[config.mk]
export PLATFORM = sky130hd
export DESIGN_NAME = rv32_id_ex_stage
export DESIGN_NICKNAME = d
export VERILOG_FILES = /design/src/rtl/rv32_id_ex_stage.sv
export SDC_FILE = /design/constraint.sdc
export NUM_CORES = 1
export LEC_CHECK = 0
export CAP_MARGIN = 0
export CELL_PAD_IN_SITES_DETAIL_PLACEMENT = 0
export CELL_PAD_IN_SITES_GLOBAL_PLACEMENT = 1
export CORE_ASPECT_RATIO = 1.4
export CORE_MARGIN = 1
export CORE_UTILIZATION = 31
export CTS_CLUSTER_SIZE = 10
export DETAILED_ROUTE_END_ITERATION = 16
export PLACE_DENSITY_LB_ADDON = 0.1
export SLEW_MARGIN = 5
export SYNTH_ARGS = -nofsm -noshare
export SYNTH_HDL_FRONTEND = slang
export SYNTH_SLANG_ARGS = --single-unit
[constraint.sdc]
create_clock -name clk -period 4.43 [get_ports clk]
set_clock_uncertainty 0.15 [all_clocks]
set_input_delay 0.886 -clock clk [delete_from_list [all_inputs] [get_ports clk]]
set_output_delay 0.886 -clock clk [all_outputs]
set_load 0.01 [all_outputs]
[src/rtl/rv32_id_ex_stage.sv]
// ID/EX pipeline register with EX-stage operand forwarding and load-use hazard detection.
// Forwarding and hazard logic are combinational off the registered EX contents.
module rv32_id_ex_stage #(
  parameter int XLEN      = 32,
  parameter int REGADDR_W = 5
) (
  input  logic                 clk,
  input  logic                 rst,
  input  logic                 stall_i,
  input  logic                 flush_i,
  input  logic                 id_valid,
  input  logic [REGADDR_W-1:0] id_rs1_addr,
  input  logic [REGADDR_W-1:0] id_rs2_addr,
  input  logic [REGADDR_W-1:0] id_rd_addr,
  input  logic [XLEN-1:0]      id_rs1_data,
  input  logic [XLEN-1:0]      id_rs2_data,
  input  logic [XLEN-1:0]      id_imm,
  input  logic [4:0]           id_alu_opsel,
  input  logic                 id_use_imm,
  input  logic                 id_uses_rs1,
  input  logic                 id_uses_rs2,
  input  logic                 id_reg_write,
  input  logic                 id_mem_read,
  input  logic [REGADDR_W-1:0] exmem_rd,
  input  logic                 exmem_reg_write,
  input  logic [XLEN-1:0]      exmem_result,
  input  logic [REGADDR_W-1:0] memwb_rd,
  input  logic                 memwb_reg_write,
  input  logic [XLEN-1:0]      memwb_result,
  output logic                 ex_valid,
  output logic [XLEN-1:0]      ex_opA,
  output logic [XLEN-1:0]      ex_opB,
  output logic [XLEN-1:0]      ex_store_data,
  output logic [4:0]           ex_alu_opsel,
  output logic [REGADDR_W-1:0] ex_rd,
  output logic                 ex_reg_write,
  output logic                 ex_mem_read,
  output logic                 hazard_stall
);

  typedef struct packed {
    logic                 valid;
    logic [REGADDR_W-1:0] rs1_addr;
    logic [REGADDR_W-1:0] rs2_addr;
    logic [REGADDR_W-1:0] rd;
    logic [XLEN-1:0]      rs1_data;
    logic [XLEN-1:0]      rs2_data;
    logic [XLEN-1:0]      imm;
    logic [4:0]           alu_opsel;
    logic                 use_imm;
    logic                 reg_write;
    logic                 mem_read;
  } idex_t;

  idex_t idex_q, idex_d;
  logic  rs1_hit, rs2_hit;
  logic  [XLEN-1:0] rs1_fwd, rs2_fwd;

  // EX/MEM is the younger producer, so it is checked first; x0 never forwards.
  function automatic logic [XLEN-1:0] fwd_sel(
    input logic [REGADDR_W-1:0] rs,
    input logic [XLEN-1:0]      reg_val,
    input logic                 em_we,
    input logic [REGADDR_W-1:0] em_rd,
    input logic [XLEN-1:0]      em_val,
    input logic                 mw_we,
    input logic [REGADDR_W-1:0] mw_rd,
    input logic [XLEN-1:0]      mw_val
  );
    if (em_we && (em_rd != '0) && (em_rd == rs)) begin
      return em_val;
    end else if (mw_we && (mw_rd != '0) && (mw_rd == rs)) begin
      return mw_val;
    end
    return reg_val;
  endfunction

  assign rs1_hit = id_uses_rs1 && (id_rs1_addr == idex_q.rd);
  assign rs2_hit = id_uses_rs2 && (id_rs2_addr == idex_q.rd);

  assign hazard_stall = !flush_i && idex_q.valid && idex_q.mem_read &&
                        (idex_q.rd != '0) && (rs1_hit || rs2_hit);

  // Update priority: flush, then external stall, then load-use bubble, then load.
  always_comb begin
    idex_d = idex_q;
    if (flush_i) begin
      idex_d = '0;
    end else if (!stall_i) begin
      if (hazard_stall || !id_valid) begin
        idex_d = '0;
      end else begin
        idex_d.valid     = 1'b1;
        idex_d.rs1_addr  = id_rs1_addr;
        idex_d.rs2_addr  = id_rs2_addr;
        idex_d.rd        = id_rd_addr;
        idex_d.rs1_data  = id_rs1_data;
        idex_d.rs2_data  = id_rs2_data;
        idex_d.imm       = id_imm;
        idex_d.alu_opsel = id_alu_opsel;
        idex_d.use_imm   = id_use_imm;
        idex_d.reg_write = id_reg_write;
        idex_d.mem_read  = id_mem_read;
      end
    end
  end

  always_ff @(posedge clk) begin
    if (rst) begin
      idex_q <= '0;
    end else begin
      idex_q <= idex_d;
    end
  end

  // EX stage: operand selection off the registered ID/EX contents
  assign rs1_fwd = fwd_sel(idex_q.rs1_addr, idex_q.rs1_data,
                           exmem_reg_write, exmem_rd, exmem_result,
                           memwb_reg_write, memwb_rd, memwb_result);
  assign rs2_fwd = fwd_sel(idex_q.rs2_addr, idex_q.rs2_data,
                           exmem_reg_write, exmem_rd, exmem_result,
                           memwb_reg_write, memwb_rd, memwb_result);

  assign ex_valid      = idex_q.valid;
  assign ex_opA        = rs1_fwd;
  assign ex_opB        = idex_q.use_imm ? idex_q.imm : rs2_fwd;
  assign ex_store_data = rs2_fwd;
  assign ex_alu_opsel  = idex_q.alu_opsel;
  assign ex_rd         = idex_q.rd;
  assign ex_reg_write  = idex_q.reg_write;
  assign ex_mem_read   = idex_q.mem_read;

endmodule

---- Word level (Yosys, flattened, before mapping) ----
Cells that the tools add are included.
operators by class
  multiplexer cells ....................... 12
  reductions and logical operators ........ 20
  equal/unequal tests ..................... 6
operators by type and width
  operator             number
  32-bit two-way mux   7
  120-bit two-way mux  1
  5-bit equality test  6
  5-bit nonzero test   3
  1-bit logical AND    12
  1-bit two-way mux    4
  1-bit zero test      2
  1-bit logical OR     2
  2-bit OR reduction   1
storage, ports and cells
  word-level logic and storage cells ...... 49
  register bits ........................... 120

---- Longest topological paths before layout ----
  depth in word-level cells ............... 7
  depth in mapped cells ................... 7
  mapped depth without buffers ............ 5

---- Worst setup path after synthesis ----
OpenSTA, ideal clock, no wires.
  path type ............................... input-to-output
  start point ............................. input exmem_rd[1]
  end point ............................... output ex_opB[11]
  required time ........................... 3394 ps
  path slack .............................. 938 ps
  arrival time ............................ 2456 ps
  buffers on the path ..................... 2
  cell stages on the path ................. 7
  cells stage by stage .................... or4_1 > o211ai_2 > or2_1 > buf_4 > buf_6 > a31oi_2 > mux2_2
on the way
  cells in the longest elaborated chain, start to end .. 6
  elaborated cells between the ends (all ways) .. 8
ends and longest elaborated chain
  what                                                            RTL line  source
  from (decl)                                                     24        input logic [REGADDR_W-1:0] exmem_rd,
  5-bit nonzero test                                              70        if (em_we && (em_rd != '0) && (em_rd == rs)) begin
  1-bit logical AND                                               70
  1-bit logical AND (*)                                           70
  32-bit two-way mux / 1-bit two-way mux (equally long branches)  70
  32-bit two-way mux (*)                                          75        return reg_val;
  named net ex_store_data[11]                                     33        output logic [XLEN-1:0] ex_store_data,
  32-bit two-way mux (*)                                          126       assign ex_opB = idex_q.use_imm ? idex_q.imm : rs2_fwd;
  to (decl)                                                       32        output logic [XLEN-1:0] ex_opB,
Mark *: on every way through the listed nets, which the timed path passes. The rest lies on a longest branch.

---- Worst setup path in the final report ----
  start point ............................. input memwb_rd[4]
  end point ............................... output ex_store_data[6]
on the way
  cells in the longest elaborated chain, start to end .. 6
  elaborated cells between the ends (all ways) .. 7
ends and longest elaborated chain
  what                    RTL line  source
  from (decl)             27        input logic [REGADDR_W-1:0] memwb_rd,
  5-bit nonzero test      72        end else if (mw_we && (mw_rd != '0) && (mw_rd == rs)) begin
  1-bit logical AND       72
  1-bit logical AND (*)   72
  1-bit two-way mux (*)   72
  1-bit two-way mux (*)   70
  32-bit two-way mux (*)  75
  to (decl)               33
Every way passes the cells marked *; elsewhere a longest branch is shown, timed or not.

==> results by group <==
GRT
  – Met3 Use GR: 5.72%
  – Met2 usage: between 40% and 50%
  – First-pass GRT wire length: 37700 um
  – Most crowded layer after global routing: met2
  – Pin count of the biggest net entering global routing: 80
  – Total Routing Usage GR: 24.2%
  – Initial antenna violation count: 0
  – Grt met1 use: 27.9%
  – Vias in the first global route: 6786
  – Global route overflow: 0

Status
  – Status: finished clean

Synthesis
  – Post-Synthesis Cells: 661
  – Synthesis Warnings: 0
  – Dominant synthesized flop cell: dfxtp_1
  – Register bit total from synthesis: 120
  – Syn Nets: around 860
  – Post-synth EDFFs: 0
  – Synth async-reset ratio: 0%
  – Post-synth cell types: 36
  – Mapped cell area: 6110 sq um
  – Syn_area_per_cell: around 9 sq um
  – Sequential area share after synthesis: between 30 and 40%

Clock tree
  – Post-CTS Hold Buffers: 0
  – CTS sink cnt: 120
  – Clk root buf: clkbuf_16
  – Register clock-pin slew on the reported worst setup and hold paths: 0.05 ns
  – Longest Clk Path Bufs: 2
  – Clk_lat worst skew: 0.41 ns
  – TritonCTS buffer count: 17
  – CTS tree: done
  – Htree depth: 4

Routing
  – Drt first pass iters: 4
  – Total wire length: approximately 24000 um
  – Via count: 6383
  – Final ANT Viol Nets: 0
  – Avg Vias per Cell: between 5 and 6
  – Drt drc: 0
  – Wirelength per Cell: 19.9 um
  – Initial DRC count: between 300 and 400

Critical path
  – Reg-to-Reg Start: ex_rd[1]
  – Worst EP required: between 3 and 4 ns
  – Setup CP Type: in2out
  – Cells on worst reg2reg path: 6
  – Setup crit start kind: input pin
  – R2R Path End: idex_q[85]
  – Internal reg-to-reg setup slack: 2.12 ns
  – Critical Path Fanout Max: 32
  – Crit end category: output pin
  – WP data arrival: 3.33 ns

STA
  – Endpoints failing setup: 0
  – Final worst-path cycle share: 98.4%
  – Max transition margin: 31.6%
  – Final min period: around 4.4 ns
  – Tightest Pin Transition: 1.03 ns
  – Final Max Slew Viols: 0
  – Fmax: 0.229 GHz
  – Worst Hold Slack: 0.316 ns
  – Final Hold Viols: 0

Power
  – Clk network pwr share: a little under half
  – Combinational share of power: between 15 and 20%
  – Max VDD drop: 0.271 mV
  – Leakage Power: ~4.4 nW
  – Switching Share: 24.2%
  – Sequential power share: a little over a third
  – Int Pwr: between 0.002 and 0.0025 W
  – Pwr dens: 292 nW/um^2
  – Switch Pwr: 0.000741 W

Placement
  – PortBufs: 311
  – DP Area: around 10000 sq um
  – Inst Count DP: 1195
  – Routability cong.: 0.830
  – Hpwl dp: 18000 um

Floorplanning
  – Die area: 20300 sq um
  – Initial Utilization: roughly a third
  – Die height: between 150 and 200 um
  – # IOs: 312
  – # rows: 60
  – Die X-Extent: 121 um
  – Core area: approximately 19000 sq um

Layout
  – Fin area: 10500 sq um
  – Most frequent cells in the layout: 269 x clkdlybuf4s50_1, 119 x a22o_1, 119 x dfxtp_1, 41 x nor2_1, 38 x buf_4
  – Fin util: 54.5%
  – Final non-filler cell total: 1231
  – Commonest non-fill, non-tap cell in the layout: clkdlybuf4s50_1
  – Final #Nets: 1172
  – Area Overhead vs Synth: 71.9%
  – Fillers: 1751
  – Fraction of layout cells with a size suffix above 1: 14.9%
  – Diodes inserted: 0

Worst hold path
  – Worst Hold Class: reg2reg
  – HP Start: idex_q[53]
  – Hold path depth: 1
  – Hold Crit Endpoint: idex_q[53]

Job
  – Max Cap Viol: 0
[layout make-up]
type	count	area (sq um)	share of cell area, %
Clock inverter	13	169	1.61
Timing Repair Buffer	362	3680	35.1
Inverter	31	116	1.11
Clock buffer	19	453	4.31
Multi-Input combinational cell	438	3370	32.1
Tap cell	248	310	2.95
Sequential cell	120	2400	22.9
[synth_stat cells (3+ instances only)]
master | count | area share, %
o21ai_0 | 29 | 2.4
a31oi_1 | 21 | 2.1
a31oi_2 | 10 | 2.0
or3_1 | 30 | 3.1
nor2_1 | 41 | 2.5
buf_1 | 6 | 0.37
buf_4 | 11 | 1.4
mux2_2 | 30 | 5.5
nor3_1 | 32 | 2.6
nand4_1 | 5 | 0.51
nand2_1 | 7 | 0.43
mux2i_1 | 32 | 5.2
xor2_1 | 3 | 0.43
clkbuf_1 | 34 | 2.1
buf_2 | 18 | 1.5
xnor2_1 | 27 | 3.9
a21oi_1 | 32 | 2.6
dfxtp_1 | 120 | 39
buf_6 | 3 | 0.55
inv_1 | 31 | 1.9
a22o_1 | 119 | 17
[how the worst max path moves through the flow]
stage	start	to	slack, ns	cells after the start
CTS	memwb_rd[2]	ex_opB[30]	-0.03	9
finish	memwb_rd[4]	ex_store_data[6]	0.07	9
detailed placement	exmem_rd[1]	ex_opB[28]	-0.09	8
floorplan	exmem_rd[1]	ex_opB[11]	0.94	7
global route	exmem_rd[1]	ex_store_data[6]	-0.005	9
global placement	exmem_rd[1]	ex_opB[24]	-0.09	8
[timing repair]
action                     4_1_cts  5_1_grt
pin swaps                       11        8
gates cloned                     0        0
gates resized for setup         31       34
setup endpoints to repair       65       29
buffers inserted                 2        2
[power by group through the flow]
stage | Clock, W | Combinational (W) | Sequential, W
6_report | 0.00146 | 0.000489 | 0.00112
5_1_grt | 0.00153 | 0.000521 | 0.00112
4_1_cts | 0.00149 | 0.000489 | 0.00112
3_5_place_dp | 0 | 0.000487 | 0.00114
3_3_place_gp | 0 | 0.000483 | 0.00114
2_1_floorplan | 0 | 0.000155 | 0.00114
[metrics by stage]
step           setup slack [ns]  power [W]  setup TNS, ns
2_1_floorplan             0.938    0.00129              0
3_5_place_dp            -0.0909    0.00163          -2.59
5_1_grt                -0.00494    0.00318       -0.00494
4_1_cts                 -0.0304    0.00310         -0.113
3_3_place_gp            -0.0940    0.00162          -1.53
6_report                 0.0687    0.00307              0
[worst max-delay path: stages]
cell	delay [ns]
clkdlybuf4s50_1	0.46
xor2_1	0.16
a211o_2	0.39
buf_12	0.19
buf_4	0.15
o21ai_0	0.32
a31oi_4	0.14
buf_4	0.15
clkdlybuf4s50_1	0.47
[kinds of logic after synthesis]
logic type	share of synthesized area [%]
xor+xnor	4.30
mux	10.8
simple gates	9.97
compound gates	27.9
flops	39.3
buf+inv	7.74
[state kept, by name, indices dropped and copies added (netlist names)]
| name | flops |
|---|---|
| ex_alu_opsel | 5 |
| ex_mem_read | 1 |
| ex_rd | 5 |
| ex_reg_write | 1 |
| ex_valid | 1 |
| idex_q | 107 |
[routing by layer]
metal | part of all wire [%] | up-vias
met4 | 3.3 | 0
li1 | - | 3060
met3 | 6.2 | 50
met1 | 40 | 3039
met2 | 50 | 234
met5 | 0 | -
No activity file was read; power rests on OpenSTA's default activity.
